$ cat src/rtl/elev_pkg.sv
// Shared elevator definitions: servicer state encoding and default
// geometry/timing constants (also used by the request-latch bank).
package elev_pkg;

    localparam int unsigned FLOORS_DFLT     = 8;
    localparam int unsigned FLOOR_W_DFLT    = 3;
    localparam int unsigned TRAVEL_CYC_DFLT = 4;
    localparam int unsigned DOOR_CYC_DFLT   = 6;

    typedef enum logic [1:0] {
        IDLE      = 2'd0,
        MOVE_UP   = 2'd1,
        MOVE_DOWN = 2'd2,
        DOOR      = 2'd3
    } svc_state_e;

endpackage

$ cat src/rtl/cycle_timer.sv
// Loadable down-counter shared by the travel and door intervals.
// Ports:
//   clk, rst_n   clock, asynchronous active-low reset
//   load_i       load load_val_i (wins over hold)
//   load_val_i   value loaded; interval lasts load_val_i+1 cycles
//   hold_i       freeze the count
//   expired_o    registered flag, high while the count is zero
module cycle_timer #(
    parameter int unsigned W = 3
) (
    input  logic         clk,
    input  logic         rst_n,
    input  logic         load_i,
    input  logic [W-1:0] load_val_i,
    input  logic         hold_i,
    output logic         expired_o
);

    logic [W-1:0] cnt_q, cnt_d;
    logic         expired_q;

    // Count down to zero and park there until the next load.
    always_comb begin
        cnt_d = cnt_q;
        if (load_i) begin
            cnt_d = load_val_i;
        end else if (!hold_i && (cnt_q != '0)) begin
            cnt_d = cnt_q - W'(1);
        end
    end

    always_ff @(posedge clk or negedge rst_n) begin
        if (!rst_n) begin
            cnt_q     <= '0;
            expired_q <= 1'b1;
        end else begin
            cnt_q     <= cnt_d;
            expired_q <= (cnt_d == '0);
        end
    end

    assign expired_o = expired_q;

endmodule

$ cat src/rtl/floor_request_servicer.sv
// SCAN-policy elevator servicer: reads the latched call vector, moves the
// car floor by floor, runs the door interval and strobes served[f] to clear
// the request latch of the floor just serviced.
// Optional macro SVC_DOOR_HOLD_EN adds door_hold, which freezes the door
// timer while the door is open.
// Ports:
//   clk, clr_n   clock, asynchronous active-low reset
//   req          latched floor calls
//   door_hold    (SVC_DOOR_HOLD_EN only) keep the door open
//   served       one-cycle one-hot clear strobe
//   cur_floor    current floor
//   dir_up       preferred/current direction
//   moving       travelling between floors
//   door_open    door open
//   busy         not idle
module floor_request_servicer
    import elev_pkg::*;
#(
    parameter int unsigned FLOORS     = FLOORS_DFLT,
    parameter int unsigned FLOOR_W    = FLOOR_W_DFLT,
    parameter int unsigned TRAVEL_CYC = TRAVEL_CYC_DFLT,
    parameter int unsigned DOOR_CYC   = DOOR_CYC_DFLT
) (
    input  logic               clk,
    input  logic               clr_n,
    input  logic [FLOORS-1:0]  req,
`ifdef SVC_DOOR_HOLD_EN
    input  logic               door_hold,
`endif
    output logic [FLOORS-1:0]  served,
    output logic [FLOOR_W-1:0] cur_floor,
    output logic               dir_up,
    output logic               moving,
    output logic               door_open,
    output logic               busy
);

    localparam int unsigned MAX_CYC = (TRAVEL_CYC > DOOR_CYC) ? TRAVEL_CYC : DOOR_CYC;
    localparam int unsigned TMR_W   = (MAX_CYC > 1) ? $clog2(MAX_CYC) : 1;
    localparam logic [TMR_W-1:0] TRAVEL_LD = TMR_W'(TRAVEL_CYC - 1);
    localparam logic [TMR_W-1:0] DOOR_LD   = TMR_W'(DOOR_CYC - 1);

    // Any call strictly above floor f.
    function automatic logic any_above(input logic [FLOORS-1:0] r,
                                       input logic [FLOOR_W-1:0] f);
        any_above = 1'b0;
        for (int i = 0; i < FLOORS; i++) begin
            if (i > int'(f)) any_above = any_above | r[i];
        end
    endfunction

    // Any call strictly below floor f.
    function automatic logic any_below(input logic [FLOORS-1:0] r,
                                       input logic [FLOOR_W-1:0] f);
        any_below = 1'b0;
        for (int i = 0; i < FLOORS; i++) begin
            if (i < int'(f)) any_below = any_below | r[i];
        end
    endfunction

    function automatic logic [FLOORS-1:0] onehot(input logic [FLOOR_W-1:0] f);
        onehot    = '0;
        onehot[f] = 1'b1;
    endfunction

    // SCAN choice ignoring the current floor; dir_up breaks the tie.
    function automatic svc_state_e pick_next(input logic up, input logic ab, input logic bl);
        if (ab && (up || !bl)) begin
            pick_next = MOVE_UP;
        end else if (bl) begin
            pick_next = MOVE_DOWN;
        end else begin
            pick_next = IDLE;
        end
    endfunction

    svc_state_e         state_q, state_d;
    logic [FLOOR_W-1:0] floor_q, floor_d;
    logic               dir_q, dir_d;
    logic [FLOORS-1:0]  served_q, served_d;
    logic               moving_q, door_q, busy_q;

    logic [FLOOR_W-1:0] floor_up, floor_dn, door_fl;
    logic               above_cur, below_cur, above_up, below_up, above_dn, below_dn;
    logic               tmr_load, tmr_exp, hold_c, take_pick, enter_door;
    logic [TMR_W-1:0]   tmr_val;
    svc_state_e         pick_sel;

    assign floor_up  = floor_q + FLOOR_W'(1);
    assign floor_dn  = floor_q - FLOOR_W'(1);
    assign above_cur = any_above(req, floor_q);
    assign below_cur = any_below(req, floor_q);
    assign above_up  = any_above(req, floor_up);
    assign below_up  = any_below(req, floor_up);
    assign above_dn  = any_above(req, floor_dn);
    assign below_dn  = any_below(req, floor_dn);

`ifdef SVC_DOOR_HOLD_EN
    assign hold_c = door_hold && (state_q == DOOR);
`else
    assign hold_c = 1'b0;
`endif

    cycle_timer #(
        .W (TMR_W)
    ) u_timer (
        .clk        (clk),
        .rst_n      (clr_n),
        .load_i     (tmr_load),
        .load_val_i (tmr_val),
        .hold_i     (hold_c),
        .expired_o  (tmr_exp)
    );

    // Next-state, floor, direction, served strobe and timer control.
    always_comb begin
        state_d    = state_q;
        floor_d    = floor_q;
        dir_d      = dir_q;
        served_d   = '0;
        tmr_load   = 1'b0;
        tmr_val    = '0;
        take_pick  = 1'b0;
        pick_sel   = IDLE;
        enter_door = 1'b0;
        door_fl    = floor_q;

        case (state_q)
            IDLE: begin
                if (req[floor_q]) begin
                    enter_door = 1'b1;
                end else begin
                    take_pick = 1'b1;
                    pick_sel  = pick_next(dir_q, above_cur, below_cur);
                end
            end
            MOVE_UP: begin
                // Arrival decision uses the floor being entered.
                if (tmr_exp) begin
                    floor_d = floor_up;
                    door_fl = floor_up;
                    if (req[floor_up]) begin
                        enter_door = 1'b1;
                    end else begin
                        take_pick = 1'b1;
                        pick_sel  = pick_next(dir_q, above_up, below_up);
                    end
                end
            end
            MOVE_DOWN: begin
                if (tmr_exp) begin
                    floor_d = floor_dn;
                    door_fl = floor_dn;
                    if (req[floor_dn]) begin
                        enter_door = 1'b1;
                    end else begin
                        take_pick = 1'b1;
                        pick_sel  = pick_next(dir_q, above_dn, below_dn);
                    end
                end
            end
            DOOR: begin
                // While served is pulsing the latch still shows the old call.
                if (req[floor_q] && !(|served_q)) begin
                    enter_door = 1'b1;
                end else if (tmr_exp && !hold_c) begin
                    take_pick = 1'b1;
                    pick_sel  = pick_next(dir_q, above_cur, below_cur);
                end
            end
            default: state_d = IDLE;
        endcase

        // Door entry and re-call share the strobe and the interval restart.
        if (enter_door) begin
            state_d  = DOOR;
            served_d = onehot(door_fl);
            tmr_load = 1'b1;
            tmr_val  = DOOR_LD;
        end

        if (take_pick) begin
            state_d = pick_sel;
            if (pick_sel == MOVE_UP) begin
                dir_d = 1'b1;
            end else if (pick_sel == MOVE_DOWN) begin
                dir_d = 1'b0;
            end
            if (pick_sel != IDLE) begin
                tmr_load = 1'b1;
                tmr_val  = TRAVEL_LD;
            end
        end
    end

    // State and registered status outputs.
    always_ff @(posedge clk or negedge clr_n) begin
        if (!clr_n) begin
            state_q  <= IDLE;
            floor_q  <= '0;
            dir_q    <= 1'b1;
            served_q <= '0;
            moving_q <= 1'b0;
            door_q   <= 1'b0;
            busy_q   <= 1'b0;
        end else begin
            state_q  <= state_d;
            floor_q  <= floor_d;
            dir_q    <= dir_d;
            served_q <= served_d;
            moving_q <= (state_d == MOVE_UP) || (state_d == MOVE_DOWN);
            door_q   <= (state_d == DOOR);
            busy_q   <= (state_d != IDLE);
        end
    end

    assign served    = served_q;
    assign cur_floor = floor_q;
    assign dir_up    = dir_q;
    assign moving    = moving_q;
    assign door_open = door_q;
    assign busy      = busy_q;

endmodule

$ cat config.mk
export PLATFORM = sky130hd
export DESIGN_NAME = floor_request_servicer
export DESIGN_NICKNAME = d
export VERILOG_FILES = /design/src/rtl/elev_pkg.sv /design/src/rtl/cycle_timer.sv /design/src/rtl/floor_request_servicer.sv
export SDC_FILE = /design/constraint.sdc
export NUM_CORES = 1
export LEC_CHECK = 0
export CAP_MARGIN = 25
export CORE_MARGIN = 10
export CORE_UTILIZATION = 40
export DETAILED_ROUTE_END_ITERATION = 8
export DONT_BUFFER_PORTS = 1
export SLEW_MARGIN = 20
export SYNTH_ARGS = -nofsm -noshare
export SYNTH_HDL_FRONTEND = slang
export SYNTH_SLANG_ARGS = --single-unit
$ cat constraint.sdc
create_clock -name clk -period 3.6 [get_ports clk]
set_input_delay 0.36 -clock clk [delete_from_list [all_inputs] [get_ports clk]]
set_output_delay 0.36 -clock clk [all_outputs]
set_load 0.02 [all_outputs]
==> results.cfg, run 1 <==
[run_status]
outcome = complete, no violations

[cells_and_area]
diodes = 0
layout_common_cells = inv_1 (19), dfrtp_1 (19), ha_1 (18)
drive_gt1_frac = 0.0987
area_growth_pct = 6.02
fillers = 467
multi_input_area_um2 = 1330
fin_util = 0.442
final_net_count = 252
regArea_um2 = 528

[job]
cap_viol_max_count = 0

[place]
place.gp.congestion = 0.877
portBuffers = 0
dpl.hpwl_um = 3770

[detailed_routing]
dr.pass1.iters = 4
drt_iter0_drc = 231
drtAntennaViolNets = 0
drt-total-wl_um = 5010
vias = 1733
vias_per_cell = 5.98
drc_errors = 0
wire_per_inst_um = 17.3

[timing]
tightest_slew_ns = 0.910
finalHoldViolations = 0
tns_ns = 0
clock_skew_ns = 0.00584
fin_crit_sh = 0.881
rsz0062_at_grt = false
setup_viol = 0
max_freq_mhz = 315
maxSlewViolCount = 0
relSlewSlack = 0.392
period_minus_slack_ns = 3.17

[floorplan]
core_um2 = 4790
die-area_um2 = 8210
die_y_um = 90.6
die_w_um = 90.6
rows = 25
pin_count = 25
initial_core_util = 0.417

[cts]
cts_tree = done
cts_root_buf = clkbuf_8
clock_path_buffers = 2
htree_num_levels = 1
cts_setup_buffers = 0
cts_buffers = 3
clkSinkCount = 21
clkLatencyLatePin_ns = 0.27
path_clk_slew_ns = 0.08

[pwr]
p_leak_nw = 0.910
vdd_ir_drop_max_mv = 0.415
pwr_density_cell_nw_per_um2 = 727

[yosys]
synth_seq_cells = 21
ys_seq_area_frac = 0.265
syn_avg_cell_area_um2 = 8.87
synthFlopType = dfrtp_1
ys_types = 56
netlist_area_um2 = 2000
synth_edf_count = 0
syn-num-nets = 253
synthCells = 225
yosysWarnings = 0
postSynth.asyncResetShare = 1.00

[setup_path]
crit_path_end_kind = register
r2r-end = dir_up$_DFFE_PN1P_
crit_type = reg -> reg
r2r_setup_slack_ns = 0.43
crit_required_ns = 3.79
arrival_ns = 3.37
ff2ff_path_depth = 12
crit_path_max_fanout = 26
cp-start-kind = register
rr_startpoint = cur_floor[0]$_DFF_PN0_

[global_routing]
grt_pass1_wl_um = 8420
overflow = 0
grt_pass1_vias = 1647
antenna_found_initial = 0
grt_max_degree = 27
grtUsageTotal = 0.122

[hold_path]
hold_start = u_timer.cnt_q[0]$_DFF_PN0_
whs_endpoint = u_timer.cnt_q[0]$_DFF_PN0_
hold_depth = 2
min_path_type = reg -> reg
area by class of cell:
type | instances | share of cell area
repair buffers | 7 | 0.0260
multi-input cells | 172 | 0.629
inverters | 19 | 0.0337
clock inverters | 1 | 0.00237
flip-flops and latches | 21 | 0.250
well taps | 67 | 0.0396
clock buffers | 3 | 0.0195
registers in the layout, summed over array words and instances (netlist names):
name               flops
busy                   1
cur_floor              3
dir_up                 1
door_open              1
moving                 1
served                 8
state_q                2
u_timer.cnt_q          3
u_timer.expired_o      1
Yosys cell counts, drive strengths merged, types with 2 or more instances:
| master | instances | share of area |
|---|---|---|
| o22ai | 2 | 0.0063 |
| a32o | 2 | 0.010 |
| dfstp | 2 | 0.026 |
| o21a | 2 | 0.0075 |
| o21ai | 12 | 0.030 |
| nor4 | 9 | 0.028 |
| o31a | 2 | 0.0088 |
| a2bb2oi | 2 | 0.0088 |
| and3 | 3 | 0.0094 |
| mux4 | 5 | 0.060 |
| ha | 18 | 0.11 |
| o2bb2ai | 2 | 0.0088 |
| a22oi | 3 | 0.011 |
| nand3 | 2 | 0.0050 |
| a21oi | 13 | 0.033 |
| nand2b | 2 | 0.0063 |
| buf | 7 | 0.021 |
| o311ai | 2 | 0.0088 |
| nor3 | 3 | 0.0075 |
| inv | 19 | 0.036 |
| a21o | 2 | 0.0075 |
| a32oi | 2 | 0.0088 |
| dfrtp | 19 | 0.24 |
| xor2 | 2 | 0.0088 |
| nor2 | 8 | 0.015 |
| o21bai | 3 | 0.011 |
| and2 | 3 | 0.0094 |
| nand2 | 14 | 0.026 |
| mux2 | 4 | 0.023 |
| o211ai | 6 | 0.023 |
| a211oi | 3 | 0.011 |
| o211a | 2 | 0.010 |
| o221ai | 2 | 0.0088 |
| nor2b | 15 | 0.047 |
| o31ai | 3 | 0.011 |
| clkbuf | 6 | 0.011 |
| mux2i | 3 | 0.015 |
| or4 | 3 | 0.013 |
where the power goes:
part,switching (mW),internal [mW]
sequential,0.0689,0.303
clock,0.0817,0.0773
combinational,0.592,0.415
worst max-delay path: stages (launching register included):
cell      delay, ns
dfrtp_1        0.38
buf_4          0.24
ha_1           0.24
ha_1           0.50
mux4_2         0.35
mux2i_1        0.22
and3_1         0.21
nor2b_1        0.15
a22oi_1        0.12
and2_1         0.18
ha_1           0.28
nand2b_1       0.15
o211ai_1       0.09
through the flow:
stage,hold slack (ns),setup slack [ns],total power [mW],instances,area [um2]
2_1_floorplan,0.0644,0.324,1.16,225,2000
3_3_place_gp,0.0651,0.505,1.37,285,2060
3_5_place_dp,0.0650,0.443,1.37,285,2060
4_1_cts,0.569,0.426,1.54,290,2120
5_1_grt,0.602,0.124,1.70,290,2120
6_report,0.566,0.428,1.54,290,2120
timing repair:
item	in CTS	in global routing
resized for setup	0	0
hold buffers	1	0
endpoints found under the hold margin	21	0
logic make-up after synthesis:
family | share of synthesized area
AO/OA/AOI/OAI | 0.265
multiplexers | 0.0978
adder cells (fa/ha/maj) | 0.113
flip-flops | 0.265
XOR/XNOR | 0.0132
buffers and inverters | 0.0683
AND/OR/NAND/NOR | 0.179
worst max-delay path by stage:
stage,cells after the start,slack [ns],start,endpoint
2_1_floorplan,12,0.32,cur_floor[0]$_DFF_PN0_,dir_up$_DFFE_PN1P_
3_3_place_gp,12,0.50,cur_floor[0]$_DFF_PN0_,dir_up$_DFFE_PN1P_
3_5_place_dp,11,0.44,cur_floor[0]$_DFF_PN0_,dir_up$_DFFE_PN1P_
4_1_cts,11,0.43,cur_floor[0]$_DFF_PN0_,dir_up$_DFFE_PN1P_
5_1_grt,11,0.12,cur_floor[0]$_DFF_PN0_,dir_up$_DFFE_PN1P_
6_report,12,0.43,cur_floor[0]$_DFF_PN0_,dir_up$_DFFE_PN1P_
metal layers:
metal,track usage,share of wire
met4,0.0371,0.010
met1,0.152,0.43
met3,0.0299,0.070
met5,0,0
met2,0.201,0.49
Note: power is estimated with default switching activity, not from simulation.
==> run 2: changes to the inputs <==
- CTS_CLUSTER_DIAMETER: default -> 80
==> results of run 2 <==
Same layout as run 1: the final DEF is identical, and so are final timing and power.
